==> src/rtl/traffic_pkg.sv <==
// traffic_pkg: phase codes and default timing shared by the sequencer and the light datapath
package traffic_pkg;
  typedef enum logic [2:0] {
    ST_NS_GREEN  = 3'd0,
    ST_NS_YELLOW = 3'd1,
    ST_ALLRED_EW = 3'd2,
    ST_EW_LEFT   = 3'd3,
    ST_EW_GREEN  = 3'd4,
    ST_EW_YELLOW = 3'd5,
    ST_ALLRED_NS = 3'd6,
    ST_NS_LEFT   = 3'd7
  } phase_t;
  localparam int unsigned DEF_CLK_DIV  = 4;
  localparam int unsigned DEF_TW       = 8;
  localparam int unsigned DEF_GREEN_T  = 5;
  localparam int unsigned DEF_YELLOW_T = 2;
  localparam int unsigned DEF_ALLRED_T = 1;
  localparam int unsigned DEF_LEFT_T   = 3;
  function automatic int unsigned clamp1(input int unsigned d);
    return d == 0 ? 1 : d;
  endfunction
endpackage

==> src/rtl/tick_gen.sv <==
// tick_gen: prescaler producing one tick every CLK_DIV cycles, restartable on phase change
module tick_gen #(
  parameter int unsigned CLK_DIV = 4
) (
  input  logic clk,
  input  logic resetn,
  input  logic hold,
  input  logic clr,
  output logic tick
);
  localparam int CW = CLK_DIV > 1 ? $clog2(CLK_DIV) : 1;
  logic [CW-1:0] cnt;
  logic          last;
  assign last = cnt == CW'(CLK_DIV - 1);
  assign tick = !hold && last;
  // count 0..CLK_DIV-1, wrapping on the tick and restarting on every phase change
  always_ff @(posedge clk or negedge resetn)
    if (!resetn) cnt <= '0;
    else if (!hold) cnt <= (clr || last) ? '0 : cnt + 1'b1;
endmodule

==> src/rtl/traffic_phase_sequencer.sv <==
// traffic_phase_sequencer: timed eight-phase intersection sequencer with demand rest and left-turn skipping
import traffic_pkg::*;
module traffic_phase_sequencer #(
  parameter int unsigned CLK_DIV  = DEF_CLK_DIV,
  parameter int unsigned TW       = DEF_TW,
  parameter int unsigned GREEN_T  = DEF_GREEN_T,
  parameter int unsigned YELLOW_T = DEF_YELLOW_T,
  parameter int unsigned ALLRED_T = DEF_ALLRED_T,
  parameter int unsigned LEFT_T   = DEF_LEFT_T
) (
  input  logic       clk,
  input  logic       resetn,
  input  logic       hold,
  input  logic       ns_car,
  input  logic       ew_car,
  input  logic       ns_left_req,
  input  logic       ew_left_req,
  output logic [2:0] state_out,
  output logic       phase_start,
  output logic       ns_left_pend,
  output logic       ew_left_pend
);
  localparam logic [TW-1:0] G  = TW'(clamp1(GREEN_T));
  localparam logic [TW-1:0] Y  = TW'(clamp1(YELLOW_T));
  localparam logic [TW-1:0] AR = TW'(clamp1(ALLRED_T));
  localparam logic [TW-1:0] L  = TW'(clamp1(LEFT_T));
  phase_t        state, nxt;
  logic [TW-1:0] timer, timer_n;
  logic          tick, expire, go, ps_q, ns_pend_n, ew_pend_n;
  function automatic logic [TW-1:0] dur(input phase_t p);
    return p[1:0] == 2'd0 ? G : p[1:0] == 2'd1 ? Y : p[1:0] == 2'd2 ? AR : L;
  endfunction
  tick_gen #(.CLK_DIV(CLK_DIV)) u_tick (
    .clk    (clk),
    .resetn (resetn),
    .hold   (hold),
    .clr    (go),
    .tick   (tick)
  );
  // next phase on expiry, timer reload/decrement and pending-flag set/clear
  always_comb begin
    nxt = ST_ALLRED_NS;
    case (state)
      ST_NS_GREEN:  nxt = (ew_car | ew_left_pend) ? ST_NS_YELLOW : ST_NS_GREEN;
      ST_NS_YELLOW: nxt = ST_ALLRED_EW;
      ST_ALLRED_EW: nxt = ew_left_pend ? ST_EW_LEFT : ST_EW_GREEN;
      ST_EW_LEFT:   nxt = ST_EW_GREEN;
      ST_EW_GREEN:  nxt = (ns_car | ns_left_pend) ? ST_EW_YELLOW : ST_EW_GREEN;
      ST_EW_YELLOW: nxt = ST_ALLRED_NS;
      ST_ALLRED_NS: nxt = ns_left_pend ? ST_NS_LEFT : ST_NS_GREEN;
      ST_NS_LEFT:   nxt = ST_NS_GREEN;
      default:      nxt = ST_ALLRED_NS;
    endcase
    expire    = tick && timer <= TW'(1);
    go        = expire && nxt != state;
    timer_n   = go ? dur(nxt) : (tick && timer > TW'(1)) ? timer - 1'b1 : timer;
    ew_pend_n = ((go && nxt == ST_EW_LEFT) || state == ST_EW_LEFT) ? 1'b0 : ew_left_pend | ew_left_req;
    ns_pend_n = ((go && nxt == ST_NS_LEFT) || state == ST_NS_LEFT) ? 1'b0 : ns_left_pend | ns_left_req;
  end
  // phase, timer and pending registers; hold freezes everything but the start pulse
  always_ff @(posedge clk or negedge resetn)
    if (!resetn) begin
      state        <= ST_ALLRED_NS;
      timer        <= AR;
      ps_q         <= 1'b0;
      ns_left_pend <= 1'b0;
      ew_left_pend <= 1'b0;
    end else begin
      ps_q <= go;
      if (!hold) begin
        state        <= go ? nxt : state;
        timer        <= timer_n;
        ns_left_pend <= ns_pend_n;
        ew_left_pend <= ew_pend_n;
      end
    end
  assign state_out   = state;
  assign phase_start = ps_q && !hold;
endmodule

==> config.mk <==
export PLATFORM = sky130hd
export DESIGN_NAME = traffic_phase_sequencer
export DESIGN_NICKNAME = d
export VERILOG_FILES = /design/src/rtl/traffic_pkg.sv /design/src/rtl/tick_gen.sv /design/src/rtl/traffic_phase_sequencer.sv
export SDC_FILE = /design/constraint.sdc
export NUM_CORES = 1
export LEC_CHECK = 0
export BUFFER_PORTS_ARGS = -buffer_cell sky130_fd_sc_hd__clkbuf_2
export CAP_MARGIN = 0
export CORE_MARGIN = 5
export CORE_UTILIZATION = 50
export DETAILED_ROUTE_END_ITERATION = 16
export PLACE_DENSITY = 0.73
export SYNTH_ARGS = -nofsm -noshare
export SYNTH_HDL_FRONTEND = slang
export SYNTH_HIERARCHICAL = 1
export SYNTH_SLANG_ARGS = --single-unit
export TNS_END_PERCENT = 20
==> constraint.sdc <==
create_clock -name clk -period 1.8 [get_ports clk]
set_input_delay 0.27 -clock clk [delete_from_list [all_inputs] [get_ports clk]]
set_output_delay 0.27 -clock clk [all_outputs]
set_load 0.05 [all_outputs]
==> flow_metrics.py, run 1 <==
metrics = {
    "synth": {
        "syn-num-nets": 111,
        "synthDistinctLibCells": 38,
        "syn_area_um2": 976,
        "synth_cells": 101,
        "synth_edf_count": 0,
        "ys.flop_type": "dfrtp_1",
        "yosysWarningCount": 6,
        "ys_ff_latch": 16,
        "postSynthAreaPerCell_um2": 9.66,
        "yosysSeqAreaShare_pct": 41.4,
        "async_flop_share_pct": 100,
    },
    "global_routing": {
        "grt_pass1_wl_um": 4710,
        "grt_use_total_pct": 22.4,
        "grt_pass1_vias": 1008,
        "overflow": 0,
        "antenna_found_initial": 0,
        "grt_start_max_net_pins": 17,
    },
    "detailed_routing": {
        "routed.top_layer": "met4",
        "m1WireLength_um": 1270,
        "dr_wl_met3_um": 117,
        "firstDrtPassIters": 4,
        "via_per_inst": 5.85,
        "drc": 0,
        "drt_wl_total_um": 2890,
        "wl_met2_um": 1410,
        "wl_per_cell_um": 16.9,
        "ant_nets": 0,
        "route.vias.total": 1001,
        "drt_iter0_drc": 32,
    },
    "power_and_ir_drop": {
        "swShare_pct": 35.9,
        "powerDensity_mw_per_mm2": 870,
        "p_comb_share_pct": 41.8,
        "power.switching_mw": 0.445,
        "p_clk_share_pct": 20.2,
        "p_leak_nw": 0.673,
        "internal_power_mw": 0.795,
        "ir_drop_mv": 0.816,
        "seq_power_share_pct": 38.1,
    },
    "die": {
        "fp.dieArea_mm2": 0.00294,
        "die_y_um": 54.2,
        "io_pins": 13,
        "fp.coreArea_mm2": 0.00190,
        "initial_core_util_pct": 51.3,
        "chipWidth_um": 54.2,
        "rows": 16,
    },
    "sta": {
        "fin_skew_ns": 0.000792,
        "fin_crit_ns": 1.97,
        "hold_ws_ns": 0.239,
        "finalCritPeriodShare_pct": 109,
        "setup_viol": 10,
        "rsz0062_at_grt": "yes",
        "hold_violations": 0,
        "fmax_ghz": 0.508,
        "slew_headroom_pct": 69.5,
        "worstMarginPinSlew_ns": 0.454,
        "drv_slew": 0,
        "setup_ws_ns": -0.167,
    },
    "critical_path": {
        "critPathLaunchType": "register",
        "crit_slowest_cell": "dfstp_2",
        "crit_arrival_ns": 2.16,
        "worstPathRequired_ns": 1.99,
        "cp_max_fo": 5,
        "cpMostUsedCell": "buf_4",
        "critPathMaxStageDelay_ns": 0.60,
        "crit_type": "reg2reg",
        "crit_chain": "buf_4 -> ha_4 -> o211a_1 -> a31oi_2 -> buf_4 -> nand4_1 -> mux2_2",
        "worstSetupEndpointType": "register",
    },
    "clock_tree": {
        "root_buffer": "clkbuf_4",
        "cts.clk_slew.worst_paths_ns": 0.10,
        "cts_htree_levels": 1,
        "cts_sinks": 16,
        "cts_tree": "yes",
        "clockBufferDepth": 2,
        "cts_made_buffers": 3,
        "clk_latency_ns": 0.29,
    },
    "final_layout": {
        "final_nets": 155,
        "diodes": 0,
        "drive_gt1_share_pct": 46.5,
        "final_cell_mix": "27 x buf_4, 13 x dfrtp_1, 12 x clkbuf_2",
        "finish.instance_area_mm2": 0.00143,
        "layout_commonest_cell": "buf_4",
        "syn_to_final_growth_pct": 46.0,
    },
    "placement": {
        "dp_hpwl_um": 1790,
        "dpl-instance-area_mm2": 0.00123,
        "gp_congestion": 0.836,
        "port_buffers": 12,
    },
    "flow_run": {
        "cap_violations": 0,
    },
    "run_status": {
        "status": "finished with violations",
        "violations": "negative setup slack",
    },
    "worst_hold_path": {
        "worstHoldPathType": "in2reg",
    },
}
-- through the flow --
step	total power [mW]	utilization [%]	setup slack (ns)	instances	TNS, ns
CTS	1.11	70.9	-0.0310	167	-0.0796
global placement	0.784	64.6	-0.0559	160	-0.0819
global route	1.31	74.9	-0.216	171	-1.45
detailed placement	0.809	64.6	-0.133	160	-0.335
finish	1.24	74.9	-0.167	171	-0.748
floorplan	0.656	-	-0.262	101	-0.906
-- synthesized netlist by cell type, types with 2 or more instances --
cell	instances	area share (%)
a21o_1	3	2.3
a21oi_1	8	4.1
a21oi_2	2	1.8
a31oi_1	7	4.5
a41oi_1	2	1.8
dfrtp_1	13	33
dfstp_2	3	8.1
ha_1	3	3.8
inv_1	9	3.5
nand2_1	5	1.9
nand2b_1	2	1.3
nand3_1	2	1.0
nor2_1	7	2.7
nor2b_1	4	2.6
nor4_1	3	1.9
o211ai_1	2	1.5
o21ai_0	4	2.1
o21ai_1	2	1.0
-- logic make-up (layout without fill, tap and decap cells) --
group | count (synthesis) | in the layout | synth area share [%]
compound gates | 38 | 38 | 27.9
simple gates | 28 | 28 | 16.4
flops | 16 | 16 | 41.4
buf+inv | 12 | 55 | 5.77
fa+ha+maj | 3 | 3 | 3.85
mux | 3 | 3 | 3.72
xor+xnor | 1 | 1 | 0.898
-- path summary, 6_finish.rpt --
check / from / end / slack, ns / cells past startpoint
worst max register to register: timer[0] / timer[4] / -0.17 / 7
min in group asynchronous: resetn / ps_q / 0.42 / 2
worst max-delay path: timer[0] / timer[4] / -0.17 / 7
max in group asynchronous: resetn / timer[0] / 1.05 / 2
worst min register to register: u_tick/cnt[1] / u_tick/cnt[1] / 0.54 / 2
worst min-delay path: ew_left_req / ew_left_pend / 0.24 / 3
-- layout make-up --
| class | count | area (um^2) |
|---|---|---|
| multi-input cells | 73 | 622 |
| fillers | 119 | 477 |
| flip-flops and latches | 16 | 404 |
| repair buffers | 42 | 295 |
| clock buffers | 4 | 36.3 |
| inverters | 9 | 33.8 |
| well taps | 27 | 33.8 |
-- registers in the layout, indices dropped and copies added, names as in the netlist --
register,cells
state_out,3
ps_q,1
ns_left_pend,1
u_tick/cnt,2
timer,8
ew_left_pend,1
-- worst max-delay path, delay by kind of cell (launching register included) --
kind                       cells  cell delay (ns)
AOI/OAI and AO/OA              2             0.35
buffers and inverters          2             0.33
muxes                          1             0.33
and+or+nand+nor                1             0.09
DFF                            1             0.60
adders and majority gates      1             0.16
-- power by group through the flow --
stage / clock [mW] / sequential, mW / combinational (mW)
after floorplan: 0 / 0.462 / 0.194
after global placement: 0 / 0.457 / 0.327
after detailed placement: 0 / 0.466 / 0.343
after CTS: 0.248 / 0.463 / 0.399
after global routing: 0.266 / 0.475 / 0.565
final: 0.250 / 0.472 / 0.518
-- routing by layer --
| layer | vias to the layer above | track usage, % |
|---|---|---|
| met4 | 0 | 12.0 |
| met5 | - | 0 |
| li1 | 464 | - |
| met2 | 38 | 36.1 |
| met1 | 491 | 28.8 |
| met3 | 8 | 3.05 |
-- repair_timing --
| item | in CTS | in global routing |
|---|---|---|
| hold buffers | 1 | 0 |
| gates cloned | 0 | 0 |
| pin swaps | 4 | 4 |
| resized for setup | 11 | 7 |
| hold endpoints to repair | 13 | 0 |
| setup buffers | 2 | 4 |
| endpoints found under the setup margin | 11 | 15 |
(Power assumes the default switching activity.)
==> run 2, diff against run 1 <==
- CORE_UTILIZATION: 50 -> 55
- PLACE_DENSITY: 0.73 -> 0.77
- clock period: 1.8 -> 2.1 ns (I/O delays scaled with it)
==> flow_metrics.py, run 2 (synthesized netlist as in run 1, its figures left out) <==
metrics = {
    "flow_run": {
        "cap_violations": 0,
    },
    "clock_tree": {
        "clockBufferDepth": 2,
        "cts_tree": "yes",
        "cts_sinks": 16,
        "clk_latency_ns": 0.29,
        "cts.clk_slew.worst_paths_ns": 0.10,
        "cts_made_buffers": 3,
        "root_buffer": "clkbuf_4",
        "cts_htree_levels": 1,
    },
    "die": {
        "io_pins": 13,
        "fp.dieArea_mm2": 0.00272,
        "rows": 15,
        "fp.coreArea_mm2": 0.00171,
        "initial_core_util_pct": 57.1,
        "chipWidth_um": 52.1,
        "die_y_um": 52.1,
    },
    "critical_path": {
        "cp_top_family": "compound AO/OA/AOI/OAI gates",
        "worstSetupEndpointType": "register",
        "crit_type": "reg2reg",
        "worstPathRequired_ns": 2.31,
        "crit_slowest_cell": "dfstp_2",
        "crit_chain": "inv_1 -> ha_1 -> o211a_1 -> a31oi_2 -> buf_4 -> o21ai_1 -> a22oi_1",
        "worst-path-stages": 7,
        "critPathLaunchType": "register",
        "critPathMaxStageDelay_ns": 0.58,
        "crit_arrival_ns": 2.22,
        "startpoint": "timer[0]",
        "regToRegStartpoint": "timer[0]",
        "r2r_cells": 7,
        "cp_max_fo": 9,
        "crit_buf_inv": 2,
    },
    "final_layout": {
        "largest_reg_flops": 8,
        "layout_commonest_cell": "dfrtp_1",
        "drive_gt1_share_pct": 28.3,
        "multi_input_comb_area_um2": 543,
        "final_cell_mix": "13 x dfrtp_1, 12 x clkbuf_2, 9 x inv_1",
        "finish.instance_area_mm2": 0.00115,
        "n_fill_cell": 139,
        "largest-register": "timer",
        "diodes": 0,
        "syn_to_final_growth_pct": 17.4,
        "final_nets": 131,
        "seq_area_um2": 404,
    },
    "placement": {
        "gp_congestion": 0.865,
        "port_buffers": 12,
        "dpl-instance-area_mm2": 0.00108,
        "dp_hpwl_um": 1580,
        "dpl_worst_slack_ns": 0.0832,
    },
    "power_and_ir_drop": {
        "ir_drop_mv": 0.397,
        "p_leak_nw": 0.536,
        "powerDensity_mw_per_mm2": 712,
    },
    "detailed_routing": {
        "route.vias.total": 874,
        "wl_met2_um": 1050,
        "drt_wl_total_um": 2190,
        "drt_iter0_drc": 19,
        "wl_per_cell_um": 15.1,
        "ant_nets": 0,
        "drc": 0,
        "m1WireLength_um": 1020,
        "firstDrtPassIters": 4,
        "routed.top_layer": "met4",
        "via_per_inst": 6.03,
        "dr_wl_met3_um": 91,
    },
    "sta": {
        "fin_skew_ns": 0.000948,
        "setup_ws_ns": 0.0909,
        "setup_viol": 0,
        "drv_slew": 0,
        "fin_crit_ns": 2.01,
        "setup_tns_ns": 0,
        "finalCritPeriodShare_pct": 95.7,
        "worstMarginPinSlew_ns": 0.429,
        "fmax_ghz": 0.498,
        "slew_headroom_pct": 71.1,
        "hold_violations": 0,
    },
    "global_routing": {
        "grt_pass1_vias": 864,
        "grt_use_total_pct": 18.9,
        "antenna_found_initial": 0,
        "grt_pass1_wl_um": 3750,
        "grt_start_max_net_pins": 17,
        "overflow": 0,
    },
    "worst_hold_path": {
        "hold_path_depth": 3,
        "worstHoldPathType": "in2reg",
        "hp-start": "ns_left_req",
    },
    "run_status": {
        "status": "finished, final reports clean",
    },
}
-- run 2: cell count changes in the layout (fill, tap and decap cells not counted), sizes merged --
cell	change
buf	-24
-- run 2: what timing repair did --
item / in CTS / in global routing
hold buffers: 1 / 0
hold endpoints to repair: 13 / 0
gates resized for setup: 0 / 4
setup buffers: 0 / 0
endpoints found under the setup margin: 0 / 6
-- run 2: path summary, 6_finish.rpt --
path                                  to  slack (ns)
max                             timer[2]        0.09
min                         ns_left_pend        0.29
max reg2reg                     timer[2]        0.09
min reg2reg                u_tick/cnt[1]        0.50
max in group asynchronous   state_out[1]        1.31
min in group asynchronous           ps_q        0.47
-- run 2: layout make-up --
type	count	area share (%)
clock buffers	4	2.29
well taps	25	2.73
repair buffers	18	9.39
multi-input cells	73	47.4
inverters	9	2.95
flip-flops and latches	16	35.3
-- run 2: through the flow --
step | hold WS, ns | power (mW) | std cells | util (%)
floorplan | 0.0194 | 0.560 | 101 | -
global placement | 0.255 | 0.614 | 140 | 63.4
detailed placement | 0.261 | 0.630 | 140 | 63.4
CTS | 0.285 | 0.803 | 145 | 65.5
global route | 0.287 | 0.885 | 145 | 67.1
finish | 0.289 | 0.816 | 145 | 67.1
-- run 2: tightest hold or removal path, cell delays in order --
cell	delay [ns]
clkbuf_2	0.08
a21oi_1	0.11
a31oi_1	0.05
-- run 2: layer usage --
| metal | vias to the layer above | global-route usage, % |
|---|---|---|
| li1 | 420 | - |
| met1 | 425 | 24.1 |
| met3 | 4 | 3.44 |
| met2 | 25 | 30.3 |
| met5 | - | 0 |
| met4 | 0 | 9.61 |
-- run 2: where the power goes --
part | leakage, nW | internal [mW] | switching, mW
logic | 0.333 | 0.101 | 0.141
clock network | 0.0150 | 0.0739 | 0.102
registers | 0.188 | 0.359 | 0.0403
